**src/rtl/fifo_wr_arbiter.sv**
```systemverilog
// Round-robin write arbiter for a single FIFO write port.
// It grants one producer at a time for a burst and tracks free-slot credits so writes never overrun the FIFO.
module fifo_wr_arbiter #(
    parameter int NUM_REQ    = 4,
    parameter int DATA_WIDTH = 8,
    parameter int DEPTH      = 8,
    parameter int CNT_WIDTH  = 4,
    parameter int MAX_BURST  = 4
) (
    input  logic                          clk,
    input  logic                          rst,
    input  logic [NUM_REQ-1:0]            req_valid,
    input  logic [NUM_REQ-1:0]            req_last,
    input  logic [NUM_REQ*DATA_WIDTH-1:0] req_data,
    output logic [NUM_REQ-1:0]            req_ready,
    output logic [DATA_WIDTH-1:0]         fifo_wr_data,
    output logic                          fifo_wr_enb,
    input  logic                          fifo_rd_pop,
    output logic [2:0]                    grant_id,
    output logic                          busy,
    output logic [CNT_WIDTH-1:0]          credits,
    output logic                          credit_err
);

    localparam int IDX_W  = 3;
    localparam int BEAT_W = 4;

    typedef enum logic {IDLE, BURST} state_t;

    state_t                  state;
    state_t                  state_next;
    logic [IDX_W-1:0]        last_grant;
    logic [BEAT_W-1:0]       beat_cnt;

    logic                    hi_found;
    logic                    lo_found;
    logic [IDX_W-1:0]        hi_idx;
    logic [IDX_W-1:0]        lo_idx;
    logic                    sel_found;
    logic [IDX_W-1:0]        sel_idx;

    logic                    valid_g;
    logic                    last_g;
    logic [DATA_WIDTH-1:0]   data_g;
    logic                    credits_ok;
    logic                    accept;
    logic                    beat_final;

    // Round-robin pick: lowest valid index above last_grant wins, else wrap to lowest valid index.
    always_comb begin
        hi_found = 1'b0;
        lo_found = 1'b0;
        hi_idx   = '0;
        lo_idx   = '0;
        for (int i = NUM_REQ - 1; i >= 0; i--) begin
            if (req_valid[i]) begin
                if (IDX_W'(i) > last_grant) begin
                    hi_found = 1'b1;
                    hi_idx   = IDX_W'(i);
                end else begin
                    lo_found = 1'b1;
                    lo_idx   = IDX_W'(i);
                end
            end
        end
        sel_found = hi_found | lo_found;
        sel_idx   = hi_found ? hi_idx : lo_idx;
    end

    always_comb begin
        valid_g = 1'b0;
        last_g  = 1'b0;
        data_g  = '0;
        for (int i = 0; i < NUM_REQ; i++) begin
            if (grant_id == IDX_W'(i)) begin
                valid_g = req_valid[i];
                last_g  = req_last[i];
                data_g  = req_data[i*DATA_WIDTH +: DATA_WIDTH];
            end
        end
    end

    assign credits_ok = (credits != '0);
    assign accept     = (state == BURST) && valid_g && credits_ok;
    assign beat_final = (beat_cnt == BEAT_W'(MAX_BURST - 1));

    always_ff @(posedge clk or posedge rst) begin
        if (rst) begin
            state <= IDLE;
        end else begin
            state <= state_next;
        end
    end

    // A credit stall with valid held keeps the grant; only a dropped valid, last or burst cap releases it.
    always_comb begin
        state_next = state;
        case (state)
            IDLE: begin
                if (sel_found && credits_ok) begin
                    state_next = BURST;
                end
            end
            BURST: begin
                if (!valid_g || (accept && (last_g || beat_final))) begin
                    state_next = IDLE;
                end
            end
            default: state_next = IDLE;
        endcase
    end

    always_comb begin
        busy      = (state == BURST);
        req_ready = '0;
        if ((state == BURST) && credits_ok) begin
            for (int i = 0; i < NUM_REQ; i++) begin
                req_ready[i] = (grant_id == IDX_W'(i)) && req_valid[i];
            end
        end
    end

    always_ff @(posedge clk or posedge rst) begin
        if (rst) begin
            grant_id   <= '0;
            last_grant <= IDX_W'(NUM_REQ - 1);
            beat_cnt   <= '0;
        end else begin
            if ((state == IDLE) && (state_next == BURST)) begin
                grant_id <= sel_idx;
                beat_cnt <= '0;
            end else if (accept) begin
                beat_cnt <= beat_cnt + 1'b1;
            end
            if ((state == BURST) && (state_next == IDLE)) begin
                last_grant <= grant_id;
            end
        end
    end

    always_ff @(posedge clk or posedge rst) begin
        if (rst) begin
            fifo_wr_enb  <= 1'b0;
            fifo_wr_data <= '0;
        end else begin
            fifo_wr_enb <= accept;
            if (accept) begin
                fifo_wr_data <= data_g;
            end
        end
    end

    // Credits count writes in flight, so the lagging FIFO full flag is never needed.
    always_ff @(posedge clk or posedge rst) begin
        if (rst) begin
            credits    <= CNT_WIDTH'(DEPTH);
            credit_err <= 1'b0;
        end else begin
            credit_err <= 1'b0;
            case ({accept, fifo_rd_pop})
                2'b10: credits <= credits - 1'b1;
                2'b01: begin
                    if (credits == CNT_WIDTH'(DEPTH)) begin
                        credit_err <= 1'b1;
                    end else begin
                        credits <= credits + 1'b1;
                    end
                end
                default: credits <= credits;
            endcase
        end
    end

endmodule

```
**config.mk**
```make
export PLATFORM = sky130hd
export DESIGN_NAME = fifo_wr_arbiter
export DESIGN_NICKNAME = d
export VERILOG_FILES = /design/src/rtl/fifo_wr_arbiter.sv
export SDC_FILE = /design/constraint.sdc
export NUM_CORES = 1
export LEC_CHECK = 0
export CAP_MARGIN = 20
export CORE_MARGIN = 2
export CORE_UTILIZATION = 38
export CTS_CLUSTER_SIZE = 10
export DETAILED_ROUTE_END_ITERATION = 10
export PLACE_DENSITY = 0.73
export SLEW_MARGIN = 20
export SYNTH_ARGS = -nofsm -noshare
export SYNTH_HDL_FRONTEND = slang
export SYNTH_SLANG_ARGS = --single-unit
```
**constraint.sdc**
```tcl
create_clock -name clk -period 2.1 [get_ports clk]
set_input_delay 0.21 -clock clk [delete_from_list [all_inputs] [get_ports clk]]
set_output_delay 0.21 -clock clk [all_outputs]
set_load 0.005 [all_outputs]
```
# Word level (Yosys, flattened, before mapping)
# Cells that the tools add are included.
dict set report totals {
  output_inout_bits 22
  inputBits 43
  register_bits 25
}
dict set report op_classes {
  addsub 3
  reduce_logical 19
  n_mux 55
  n_eq_ne 8
  magnitude_cmp 4
  bitwise_logic 3
}
# cell count
set op_table {}
lappend op_table {{$mux 3} 15}
lappend op_table {{$mux 8} 4}
lappend op_table {{$mux 1} 28}
lappend op_table {{$mux 4} 4}
lappend op_table {{$logic_and 1x1->1} 11}
lappend op_table {{$add 4x1->4 const B} 2}
lappend op_table {{$pmux 4 s2} 1}
lappend op_table {{$eq 3x2->1 const B} 2}
lappend op_table {{$gt 1x3->1 const A} 2}
lappend op_table {{$gt 2x3->1 const A} 2}
lappend op_table {{$eq 4x2->1 const B} 1}
lappend op_table {{$eq 4x4->1 const B} 1}
lappend op_table {{$mux 2} 2}
lappend op_table {{$reduce_bool 2->1} 2}
lappend op_table {{$reduce_bool 4->1} 1}
lappend op_table {{$sub 4x1->4 const B} 1}
lappend op_table {{$eq 3x1->1 const B} 1}
lappend op_table {{$logic_not 3->1} 1}
lappend op_table {{$eq 2x1->1 const B} 1}
lappend op_table {{$eq 2x2->1 const B} 1}
lappend op_table {{$logic_or 1x1->1} 2}
lappend op_table {{$ne 2x2->1 const B} 1}
lappend op_table {{$not 1->1} 2}
lappend op_table {{$pmux 1 s2} 1}
lappend op_table {{other kinds (3)} 3}

# Depth between registers and ports, before layout
# Gate-level depths: netlist of run 1.
dict set report depth {
  word_depth 15
  mapped_depth 9
  mapped_depth_nobuf 8
}

# Worst setup path before layout of run 1
# Ideal clock, no wire load.
dict set report synth_timing {
  path_type {register -> register}
  startpoint {register grant_id[0]}
  endpoint {register credits[3]}
  n_path_buf 1
  period_less_slack_ps 2305
  slack_ps -205
  setup_time_ps 89
  t_arrival_ps 2216
  path_stages_with_launch 10
  cell_sequence {dfrtp_1 > buf_6 > mux4_2 > nand2_4 > nand2_1 > ha_1 > a21oi_1 > nand2_1 > and4b_2 > a211oi_1}
}
dict set report synth_via {
  elab_chain_cells 10
  elab_cells_between_ends 16
  cone_classes {eq/ne: 6; mux: 5; reduce/logical: 5}
}
# element line
set synth_lines {}
lappend synth_lines {{start, declared} 19} ;# output logic [2:0] grant_id,
lappend synth_lines {{start signal, assigned} 130} ;# grant_id <= sel_idx;
lappend synth_lines {{$logic_not 3->1} 75} ;# if (grant_id == IDX_W'(i)) begin
lappend synth_lines {{$mux 1 (3 in a row)} 75}
lappend synth_lines {{$mux 1 (*)} 75}
lappend synth_lines {{$logic_and 1x1->1 (*) (2 in a row)} 84} ;# assign accept = (state == BURST) && valid_g && credits_ok;
lappend synth_lines {{$eq 2x1->1 or $eq 2x2->1 (tied branches)} 160} ;# case ({accept, fifo_rd_pop})
lappend synth_lines {{$ne 2x2->1 (no source line) or $reduce_bool 2->1 (tied branches)} -}
lappend synth_lines {{$reduce_and 2->1 (no source line)} -}
lappend synth_lines {{end signal, assigned} 161} ;# 2'b10: credits <= credits - 1'b1;
lappend synth_lines {{end signal, assigned} 166} ;# credits <= credits + 1'b1;
lappend synth_lines {{end signal, assigned} 169} ;# default: credits <= credits;
lappend synth_lines {{end, declared} 21} ;# output logic [CNT_WIDTH-1:0] credits,
# Every way passes the cells marked *; elsewhere a longest branch is shown, timed or not.
# A chain may end at the register's enable or synchronous reset.

# Worst setup path after layout of run 1
dict set report layout_timing {
  startpoint {register credits[2]}
  endpoint {register credits[3]}
}
dict set report layout_via {
  elab_chain_cells 5
  elab_cells_between_ends 12
  cone_classes {add/sub: 2; eq/ne: 4; mux: 2; reduce/logical: 4}
}
# element line
set layout_lines {}
lappend layout_lines {{start signal, assigned} 156} ;# credits <= CNT_WIDTH'(DEPTH);
lappend layout_lines {{start signal, assigned} 161}
lappend layout_lines {{start signal, assigned} 166}
lappend layout_lines {{parallel branches: the longest is 5 deep, another holds $add 4x1->4} -}
# Parallel ways; which one is timed is not known. The select of a mux whose other input is x is not followed.

==> results of run 1 <==
logic make-up after synthesis:
family	count (synthesis)	share of synthesized area, %
simple gates	30	11.7
compound gates	22	10.2
fa+ha+maj	4	3.80
mux	24	27.9
other cells	1	0.247
xor+xnor	4	2.31
buf+inv	12	5.53
flops	23	38.2
final timing paths:
kind / from / endpoint / slack, ns / depth (start not counted)
worst max-delay path: credits[2] / credits[3] / -0.07 / 9
worst min-delay path: rst / fifo_wr_data[5] / 0.11 / 2
worst max register to register: credits[2] / credits[3] / -0.07 / 9
worst min register to register: fifo_wr_data[4] / fifo_wr_data[4] / 0.52 / 1
max in group asynchronous: rst / last_grant[0] / 1.44 / 3
min in group clk: fifo_wr_data[4] / fifo_wr_data[4] / 0.52 / 1
cell usage in the layout, fill, tap and decap left out, types with 2 or more instances in the layout:
master and n:
clkdlybuf4s50_1 59, buf_4 23, dfrtp_1 20, nand2_1 7, mux2_4 7, mux4_2 6, mux2_2 6, inv_1 5
nor2_1 5, a21oi_1 4, mux4_1 4, xnor2_1 3, o21ai_0 3, clkbuf_8 3, dfstp_2 3, dlymetal6s2s_1 3
nand2_4 2, nand3_1 2, o21ai_2 2, and4b_1 2, ha_1 2
flip-flops by register name, indices dropped and copies added, names as in the netlist:
| name | flops |
|---|---|
| fifo_wr_data | 8 |
| beat_cnt | 4 |
| credits | 4 |
| grant_id | 2 |
| last_grant | 2 |
| busy | 1 |
| credit_err | 1 |
| fifo_wr_enb | 1 |
what timing repair did:
action / in CTS / in global routing
resized for setup: 4 / 7
setup buffers: 2 / 2
setup endpoints to repair: 4 / 5
pin swaps: 1 / 4
hold buffers: 0 / 0
power by group:
part           total (uW)  switching (uW)  internal [uW]
clock                 274             141            132
sequential            806             135            671
combinational        2270             921           1350
worst register-to-register path: cells and delay by family, from the launching register on:
family	cells	cell delay [ns]
compound gates	3	0.84
simple gates	4	0.43
flops	1	0.39
fa+ha+maj	1	0.29
buf+inv	1	0.15
per-stage QoR:
stage                     area (sq um)  cells
after floorplan                   1550    120
after global placement            2330    245
after detailed placement          2330    245
after CTS                         2410    251
after global routing              2450    253
final                             2450    253
metal layers:
metal  part of all wire (%)  wire [microns]  vias to the layer above
met3                    4.5             186                        2
met1                     42            1730                      663
met4                   0.46              19                        0
met2                     53            2210                       42
li1                       -               -                      628
met5                      0               0                        -
area by class of cell:
cell class | count | area [sq um] | area share [%]
timing repair buffer | 87 | 821 | 33.5
sequential | 23 | 579 | 23.7
clock buffer | 3 | 41.3 | 1.69
clock inverter | 1 | 5.00 | 0.204
inverter | 6 | 25.0 | 1.02
multi-input combinational | 85 | 917 | 37.5
tap | 48 | 60.1 | 2.45
==> summary.txt, run 1 <==
Die
  • Io pins: 65
  • Site Rows: 22
  • Core box area: approximately 3700 sq um
  • Die X: 67.1 microns
  • Die area: 4510 sq um
  • Die H: 67.1 microns
  • Initial Util: 40.5%

Detailed routing
  • Via/cell ratio: 5.28
  • DRC: 0
  • Total wire length: 4.15 mm
  • WL per Instance: approximately 16 microns
  • Via count: between 1000 and 1500
  • DRT iter0 DRCs: 95
  • DRT Pass-1 Iters: 4
  • Final ANT Viol Nets: 0

Clock network
  • Sinks on Clock Net: 23
  • CTS tree: built
  • Clk Latency, worst-skew pair: 0.27 ns
  • Root Driver: clkbuf_8
  • CTS Buf Count: 3
  • Worst-path clk slew: 0.08 ns
  • Depth of the CTS H-tree: 1
  • Clock buffer depth: 2

Outcome
  • Outcome: complete, but fails checks
  • Violated checks: setup timing

Yosys
  • FF+latch count, synth: 23
  • Synth Instances: 120
  • Post-Syn Nets: 167
  • Synth area leader: dfrtp_1
  • EDFF count, synth: 0
  • FFs w/ async S/R, synth: 100%
  • Most common cell in the netlist: dfrtp_1
  • Yosys warning count: 0
  • Primary FF master, synth: dfrtp_1
  • Top cell type's share of synthesized area: 33.0%
  • Netlist cell types: 46
  • Synth top area cells: dfrtp_1 (33%), mux4_2 (8.9%), mux2_4 (6.9%), mux4_1 (6.9%), dfstp_2 (5.2%)
  • Commonest cells in the netlist: dfrtp_1 (20), nand2_1 (9), mux2_4 (7)
  • Cell Area, Synth: about 1500 sq um
  • Seq/Total Area, Yosys: a little under two fifths
  • Avg Synthesized Cell Area: 12.6 sq um

Critical path
  • Highest net fanout along the worst path: 4
  • Crit path DAT: 2.36 ns
  • Cell family with most CP delay: compound AO/OA/AOI/OAI gates
  • Crit. End Element: register
  • Critical path startpoint category: register
  • Max incr delay on CP: 0.46 ns
  • Worst path bufs/invs: 1
  • CP required: 2.29 ns
  • Critical path's most frequent cell: nand2_4
  • Critical path type: reg2reg
  • Slowest stage cell, crit path: o41a_1
  • Crit-path cells: o41a_1 -> buf_6 -> nand2_4 -> nand2_4 -> ha_4 -> a21oi_4 -> nand2_2 -> and4b_2 -> a211oi_2

Timing
  • Hold_ws: 0.106 ns
  • Clock skew: between 0.005 and 0.006 ns
  • RSZ-0062 raised after global routing: true
  • Final Hold Fails: 0
  • Fin crit share: 103%
  • Setup TNS: -0.0717 ns
  • Setup ws final: -0.0717 ns
  • Min Clock Period, post-route: 2.17 ns
  • Final setup vio count: 1
  • Max Clock Freq: 460 MHz
  • Max Slew Vio Count: 0

Global routing
  • Vias in the first global route: 1474
  • Initial antenna violation count: 0
  • Overall Global Routing Usage: 20.6%
  • GRT Residual Overflow: 0
  • Met2 Resource Use GR: between 30% and 40%
  • First-pass GRT wire length: 7.00 mm
  • GRT met3 Usage: roughly 4.3%
  • GR Util met1: 25.3%
  • Global route hottest layer: met2
  • Largest net degree at the start of global routing: 21

Finish
  • Layout net count: 253
  • Fillcell total: 301
  • Final Util: between 60% and 70%
  • Area grow syn2layout: 61.6%
  • Inserted Diodes: 0
  • Layout cells sized above 1: 32.7%

Job
  • Max-Cap Viols: 0

Power
  • PD cells: 1370 nW/um^2
  • Pleak: 0.00110 uW
  • Pwr Total: 3350 uW
  • Peak supply drop: 0.833 mV

Place
  • Place WS: -0.181 ns
  • PortBufs: 63
  • Placer Congestion: 0.836
  • Hpwl dp: 3.32 mm

Min path
  • Hold Path Class: in2async
Power figures use the tool's default switching activity.
==> run 2: changes to the inputs <==
- CELL_PAD_IN_SITES_DETAIL_PLACEMENT: unset -> 0
- CELL_PAD_IN_SITES_GLOBAL_PLACEMENT: unset -> 1
- CORE_MARGIN: 2 -> 8
- CORE_UTILIZATION: 38 -> 29
==> run 2 against run 1 <==
  * The flow still finishes with violations (setup timing)
  * Largest power group unchanged
  * Final cell count grew 7.9%
  * Largest cell class unchanged
  * Critical endpoint unchanged
  * Via count shrank 1.2%
  * Critical path depth shrank 1
  * Setup slack better by 0.048 ns
  * First-iteration DRC count fell by 68%
  * Utilization down 17 points
  * Non-clock buffer count down 2
==> summary.txt, run 2 (synthesis results as in run 1) <==
Outcome
  • Outcome: complete, but fails checks
  • Violated checks: setup timing

Finish
  • Biggest regs: fifo_wr_data x8, beat_cnt x4, credits x4
  • Most frequent cells in the layout: clkdlybuf4s50_1 (59), buf_4 (22), dfrtp_1 (20), nand2_1 (7), mux2_4 (7)
  • Max reg flops: 8
  • Commonest non-fill, non-tap cell in the layout: clkdlybuf4s50_1
  • Reg with most FFs: fifo_wr_data
  • Layout net count: 251
  • Post-route cell area: 2440 sq um
  • Area grow syn2layout: 61.3%
  • Layout cells sized above 1: 32.5%
  • Inserted Diodes: 0

Timing
  • Min Clock Period, post-route: 2.12 ns
  • Fin crit share: 101%
  • Hold_ws: 0.280 ns
  • Relative slew slack: 61.3%
  • Setup ws final: -0.0238 ns
  • Final Hold Fails: 0
  • RSZ-0062 raised after global routing: true
  • Max Slew Vio Count: 0
  • Clock skew: approximately 0.0044 ns
  • Final setup vio count: 1
  • Max Clock Freq: 471 MHz
  • Worst-Margin Slew: 0.575 ns

Critical path
  • CP startpoint: grant_id[0]
  • Critical path startpoint category: register
  • Highest net fanout along the worst path: 4
  • Max incr delay on CP: 0.56 ns
  • R2r endpoint: credits[3]
  • Crit path to: credits[3]
  • R2R cell count: 8
  • Crit. End Element: register
  • Slowest stage cell, crit path: mux4_2
  • Crit path DAT: 2.32 ns
  • Flop-to-flop setup slack: -0.02 ns
  • CP required: 2.29 ns
  • Critical path type: reg2reg
  • Critical R2R Launch: grant_id[0]
  • Crit path depth: 8
  • Worst path bufs/invs: 0
  • Cell family with most CP delay: multiplexers
  • Crit-path cells: mux4_2 -> nand2_4 -> nand2_4 -> ha_4 -> nand3_2 -> a21oi_2 -> a2bb2oi_2 -> a211oi_2
  • Critical path's most frequent cell: nand2_4

Clock network
  • Sinks on Clock Net: 23
  • Cts hold-fix bufs: 0
  • Clock buffer depth: 2
  • CTS tree: built
  • Root Driver: clkbuf_8
  • Clk Latency, worst-skew pair: 0.27 ns
  • CTS Buf Count: 3
  • Depth of the CTS H-tree: 1
  • Worst-path clk slew: 0.09 ns

Job
  • Max-Cap Viols: 0

Detailed routing
  • DRT Pass-1 Iters: 4
  • Via/cell ratio: 4.83
  • Via count: 1319
  • DRC: 0
  • DRT iter0 DRCs: 30
  • Total wire length: 4.76 mm
  • Final ANT Viol Nets: 0
  • WL per Instance: about 17 microns

Die
  • Die H: approximately 90 microns
  • Site Rows: 26
  • Initial Util: between 20% and 30%
  • Core box area: 5070 sq um
  • Io pins: 65
  • Die X: 88.3 microns
  • Die area: 7790 sq um

Place
  • Hpwl dp: 3.83 mm
  • PortBufs: 63
  • Post-DP Area: 2360 sq um
  • Placer Congestion: 0.809

Power
  • Flop pwr share: 24.6%
  • Sw power: between 1000 and 1500 uW
  • Sw frac: between 30% and 40%
  • Cell Int Power: 2120 uW
  • Clock power frac: 8.5%
  • Peak supply drop: ~0.68 mV
  • Logic pwr share: 66.9%
  • PD cells: 1360 nW/um^2
  • Pleak: 0.00104 uW

Global routing
  • GRT Residual Overflow: 0
  • Largest net degree at the start of global routing: 24
  • Initial antenna violation count: 0
  • First-pass GRT wire length: 7.51 mm
  • Overall Global Routing Usage: 12.6%
  • Vias in the first global route: 1401

Min path
  • Hold Path Class: in2async
-- run 2: cell types whose count changed in the layout (fill, tap and decap cells not counted) --
cell / before / now
nor4bb_2: 0 / 1
a2bb2oi_2: 0 / 1
buf_6: 1 / 0
nor4bb_4: 1 / 0
a2bb2oi_1: 1 / 0
dlygate4sd2_1: 1 / 4
buf_4: 23 / 22
dlymetal6s2s_1: 3 / 0
-- run 2: worst register-to-register path: stages (launching register included) --
cell,delay (ns)
dfrtp_1,0.39
mux4_2,0.56
nand2_4,0.11
nand2_4,0.08
ha_4,0.33
nand3_2,0.10
a21oi_2,0.18
a2bb2oi_2,0.09
a211oi_2,0.22
-- run 2: layout make-up --
type	count	area, sq um
Sequential cell	23	579
Tap cell	70	87.6
Timing Repair Buffer	85	791
Multi-Input combinational cell	85	915
Fill cell	479	2630
Clock inverter	1	5.00
Clock buffer	3	41.3
Inverter	6	25.0
-- run 2: worst min path at each step --
| stage | from | end | slack [ns] |
|---|---|---|---|
| detailed placement | beat_cnt[3] | beat_cnt[3] | 0.49 |
| CTS | rst | busy | 0.29 |
| global route | rst | fifo_wr_data[3] | 0.34 |
| global placement | beat_cnt[3] | beat_cnt[3] | 0.48 |
| finish | rst | fifo_wr_data[4] | 0.28 |
| floorplan | rst | beat_cnt[0] | 0.21 |
-- run 2: what timing repair did --
item,CTS,global route
hold endpoints to repair,0,0
setup endpoints to repair,5,2
setup buffers,0,1
resized for setup,4,6
pin swaps,1,1
-- run 2: power groups by stage --
stage               combinational [uW]  sequential, uW  clock [uW]
floorplan                         1250             853           0
global placement                  2070             817           0
detailed placement                2140             825           0
CTS                               2140             817         290
global route                      2390             848         306
finish                            2220             818         282
-- run 2: through the flow --
stage                     total power, uW  std cells  worst slack, ns  util, %  TNS, ns
after floorplan                      2100        120          -0.0239        -  -0.0331
after global placement               2890        268           -0.124     46.6   -0.215
after detailed placement             2960        268           -0.233     46.6   -0.405
after CTS                            3250        272          -0.0168     47.4  -0.0168
after global routing                 3540        273          -0.0988     48.2  -0.0988
final                                3320        273          -0.0238     48.2  -0.0238
-- run 2: per-layer routing --
layer  vias up  global-route usage (%)  share of wire, %
li1        621                       -                 -
met1       667                    13.5                39
met2        26                    23.8                56
met3         5                    2.51               4.0
met4         0                    4.45               1.3
met5         -                       0                 0
